[src/rtl/proc_ctrl_fsm.sv]
`default_nettype none
// proc_ctrl_fsm: timestep sequencer for the 9-bit bus processor.
// Fetches an instruction into IR and drives one-hot bus selects and load enables.
module proc_ctrl_fsm #(
  parameter int WIDTH = 9
) (
  input  logic             clk,
  input  logic             resetn,
  input  logic             run,
  input  logic [WIDTH-1:0] din,
  output logic [7:0]       r_out,
  output logic             din_out,
  output logic             g_out,
  output logic [7:0]       r_in,
  output logic             a_in,
  output logic             g_in,
  output logic             add_sub,
  output logic             done,
  output logic [WIDTH-1:0] ir
);

  typedef enum logic [1:0] {
    T0 = 2'd0,
    T1 = 2'd1,
    T2 = 2'd2,
    T3 = 2'd3
  } tstep_t;

  localparam logic [2:0] c_OP_MV  = 3'b000;
  localparam logic [2:0] c_OP_MVI = 3'b001;
  localparam logic [2:0] c_OP_ADD = 3'b010;
  localparam logic [2:0] c_OP_SUB = 3'b011;

  tstep_t           r_tstep;
  logic [WIDTH-1:0] r_ir;

  logic [2:0] w_op;
  logic [2:0] w_x;
  logic [2:0] w_y;
  logic [7:0] w_xsel;
  logic [7:0] w_ysel;
  logic       w_arith;

  assign w_op    = r_ir[8:6];
  assign w_x     = r_ir[5:3];
  assign w_y     = r_ir[2:0];
  assign w_xsel  = 8'b1 << w_x;
  assign w_ysel  = 8'b1 << w_y;
  assign w_arith = (w_op == c_OP_ADD) || (w_op == c_OP_SUB);
  assign ir      = r_ir;

  always_ff @(posedge clk or negedge resetn) begin
    if (!resetn) begin
      r_tstep <= T0;
      r_ir    <= '0;
    end else begin
      case (r_tstep)
        T0: begin
          if (run) begin
            r_ir    <= din;
            r_tstep <= T1;
          end
        end
        T1:      r_tstep <= w_arith ? T2 : T0;
        // T2/T3 with a non-arithmetic opcode cannot occur; fall back to T0.
        T2:      r_tstep <= w_arith ? T3 : T0;
        T3:      r_tstep <= T0;
        default: r_tstep <= T0;
      endcase
    end
  end

  always_comb begin
    r_out   = '0;
    din_out = 1'b0;
    g_out   = 1'b0;
    r_in    = '0;
    a_in    = 1'b0;
    g_in    = 1'b0;
    add_sub = 1'b0;
    done    = 1'b0;
    case (r_tstep)
      T1: begin
        case (w_op)
          c_OP_MV: begin
            r_out = w_ysel;
            r_in  = w_xsel;
            done  = 1'b1;
          end
          c_OP_MVI: begin
            din_out = 1'b1;
            r_in    = w_xsel;
            done    = 1'b1;
          end
          c_OP_ADD, c_OP_SUB: begin
            r_out = w_xsel;
            a_in  = 1'b1;
          end
          default: done = 1'b1;
        endcase
      end
      T2: begin
        if (w_arith) begin
          r_out   = w_ysel;
          g_in    = 1'b1;
          add_sub = w_op[0];
        end
      end
      T3: begin
        if (w_arith) begin
          g_out = 1'b1;
          r_in  = w_xsel;
          done  = 1'b1;
        end
      end
      default: ;
    endcase
  end

endmodule
`default_nettype wire

[config.mk]
export PLATFORM = sky130hd
export DESIGN_NAME = proc_ctrl_fsm
export DESIGN_NICKNAME = d
export VERILOG_FILES = /design/src/rtl/proc_ctrl_fsm.sv
export SDC_FILE = /design/constraint.sdc
export NUM_CORES = 1
export LEC_CHECK = 0
export BUFFER_PORTS_ARGS = -buffer_cell sky130_fd_sc_hd__buf_2
export CORE_MARGIN = 8
export CORE_UTILIZATION = 48
export CTS_BUF_LIST = sky130_fd_sc_hd__clkbuf_2
export DETAILED_ROUTE_END_ITERATION = 6
export HOLD_SLACK_MARGIN = 0.12
export PLACE_DENSITY = 0.94
export SLEW_MARGIN = 25
export SYNTH_ARGS = -nofsm -noshare
export SYNTH_HDL_FRONTEND = slang
export SYNTH_SLANG_ARGS = --single-unit
[constraint.sdc]
create_clock -name clk -period 3 [get_ports clk]
set_clock_uncertainty 0.05 [all_clocks]
set_input_delay 0.6 -clock clk [delete_from_list [all_inputs] [get_ports clk]]
set_output_delay 0.6 -clock clk [all_outputs]
set_load 0.05 [all_outputs]
==> metrics.md <==
| Metric | Value |
|---|---|
| Post-synth ARST share | 100.0% |
| I/O pins | 43 |
| Setup TNS | 0 ns |
| Status | finished, final reports clean |
| RSZ-0062 raised after global routing | false |
| Post-detailed-route count of antenna-violating nets | 0 |
| Die Span Y | 56.01 um |
| Distinct cells, synth | 26 |
| Rel. slew slack | 74.63% |
| Synth Register Bits | 11 |
| Crit path arrival time | 2.03 ns |
| Syn Inst Count | 81 |
| Die X | 56.01 um |
| Register area | 275.3 um^2 |
| RePlAce Congestion | 0.7856 |
| Residual DRC | 0 |
| Fmax | 0.3728 GHz |
| Number of max-cap violations | 0 |
| Antenna Cells | 0 |
| Postcts setup bufs | 0 |
| Slowest-stage cell, CP | dfrtp_1 |
| Drt initial violations | 10 |
| Synthesized area per cell | 9.484 um^2 |
| CP Launch Type | register |
| Mapped Area | 768.2 um^2 |
| Worst path required time | 2.35 ns |
| Clock buffer depth | 2 |
| Hold-fix buffers, CTS | 0 |
| TritonCTS buffer count | 3 |
| Drt via density | 5.329 |
| Synth warn | 0 |
| Hold_ws | 0.1493 ns |
| Vias in the first global route | 785 |
| Worst-case reg-to-reg path depth | 4 |
| Crit path cell chain | inv_1, ha_1, mux2_1, or3b_1, nor2_1, buf_2 |
| Vias | 762 |
| FF-to-FF End | ir[4]$_DFFE_PN0P_ |
| Slew Viols, Final | 0 |
| DP Wirelength | 1682 um |
| Global-route wire length before repair | 3477 um |
| Resized cells post-CTS | 0 |
| Tightest Pin Transition | 0.3796 ns |
| Min Tclk post-route | 2.682 ns |
| # fillers | 120 |
| Most common cell in the netlist | dfrtp_1 |
| Wire per inst | 14.11 um |
| Clock slew at reported path FFs | 0.10 ns |
| Non-filler instance count after layout | 143 |
| Row count | 14 |
| Dpl cells | 139 |
| CP endpoint kind | output pin |
| Critical Path Source | r_tstep[1]$_DFFE_PN0P_ |
| Total Wirelength | 2018 um |
| First-pass DRT Iterations | 4 |
| R2R setup slack | 1.44 ns |
| Cell accounting for the most synthesized area | dfrtp_1 |
| Seq/Total Area, Yosys | 35.83% |
| Crit path kind | register to output pin |
| Core area | 1506 um^2 |
| Count of flip-flops with a built-in enable after synthesis | 0 |
| Yosys top cell area share | 35.83% |
| Share of layout cells above drive strength 1 | 47.24% |
| Crit Path Max Fanout | 8 |
| GRT overflow | 0 |
| Syn_nets | 98 |
| Crit-path max cell delay | 0.42 ns |
| CTS sink count | 11 |
| Die ar. | 3137 um^2 |
| Synth cell count leaders | dfrtp_1 (11), mux2_2 (10), nor2_1 (9) |
| Clk root buf | clkbuf_2 |
| Worst setup path endpoint | r_in[2] |
| Initial core utilization | 51.00% |
| Fraction of the cycle the final worst path needs | 89.41% |
| Worst R2R Start | r_tstep[0]$_DFFE_PN0P_ |
| Min-Delay Path Class | primary input to asynchronous set/reset pin |
| Post-synth top flop | dfrtp_1 |
| Port Buf Inserts | 42 |
| Setup violations, final | 0 |
| Endpoints failing hold | 0 |
| Largest net degree at the start of global routing | 12 |
| Largest cells by area after synthesis | dfrtp_1 (36%), mux2_2 (15%), ha_1 (8.1%), o22ai_1 (6.5%), nor2_1 (4.4%) |
| H-tree levels | 1 |
| Total track usage | 12.99% |
| Clk_lat worst skew | 0.24 ns |
| CTS tree | yes |
| Final nets | 145 |
| Area Overhead vs Synth | 32.90% |
| Initial antenna violation count | 0 |
| Footprint of the multi-input gates | 480.5 um^2 |
-- critical path: cells and delay by family (launching register included) --
family        cells  cell delay, ns
flops             1            0.42
mux               1            0.18
buf+inv           2            0.39
fa+ha+maj         1            0.28
simple gates      2            0.52
-- kinds of logic after synthesis --
| family | share of synthesized area [%] |
|---|---|
| AO/OA/AOI/OAI | 10.91 |
| adder cells (fa/ha/maj) | 8.143 |
| buffers and inverters | 1.628 |
| flip-flops | 35.83 |
| multiplexers | 16.12 |
| AND/OR/NAND/NOR | 27.36 |
-- cell type report --
type / count / area share [%]
clock buffers: 4 / 1.961
inverters: 2 / 0.7353
well taps: 16 / 1.961
multi-input cells: 67 / 47.06
flip-flops and latches: 11 / 26.96
repair buffers: 43 / 21.32
-- through the flow --
step | instance area, um^2 | util, % | setup slack [ns]
finish | 1021 | 67.77 | 0.3178
global route | 1021 | 67.77 | 0.1529
CTS | 1021 | 67.77 | 0.2847
detailed placement | 1001 | 66.45 | 0.5837
global placement | 1001 | 66.45 | 0.6865
floorplan | 768.2 | - | 0.3315
-- layout by cell type, fill, tap and decap left out, drive strengths merged --
cell	netlist	layout
clkbuf	0	4
nand3b	1	1
mux2	11	11
a21oi	2	2
and3	1	1
nor2	9	9
nand2b	2	2
nand4b	1	1
buf	1	43
ha	5	5
nand4	2	2
dfrtp	11	11
and2	3	3
nor4b	1	1
nor2b	5	5
or2	1	1
inv	2	2
or3b	1	1
o22ai	8	8
o31ai	1	1
and4bb	1	1
a211oi	1	1
o21ai	1	1
nand2	6	6
nand3	4	4
-- flip-flops by register name, indices dropped and copies added, names as in the netlist --
register / flops
r_tstep: 2
ir: 9
-- layer usage --
metal,GRT usage (%),wire length (um),vias to the layer above
met5,0,0,-
met2,20.29,996,37
met4,8.935,0,0
met3,6.393,259,0
met1,13.25,762,331
li1,-,-,394
-- how the worst min path moves through the flow --
stage	startpoint	end	slack (ns)
6_report	resetn	ir[5]$_DFFE_PN0P_	0.15
2_1_floorplan	resetn	ir[0]$_DFFE_PN0P_	0.25
5_1_grt	resetn	ir[5]$_DFFE_PN0P_	0.14
3_3_place_gp	resetn	ir[8]$_DFFE_PN0P_	0.42
4_1_cts	resetn	ir[5]$_DFFE_PN0P_	0.14
3_5_place_dp	resetn	ir[8]$_DFFE_PN0P_	0.43
Power is left out: the tool's default activity adds up to more than one toggle a clock period on the data nets, which glitch-free logic cannot reach.
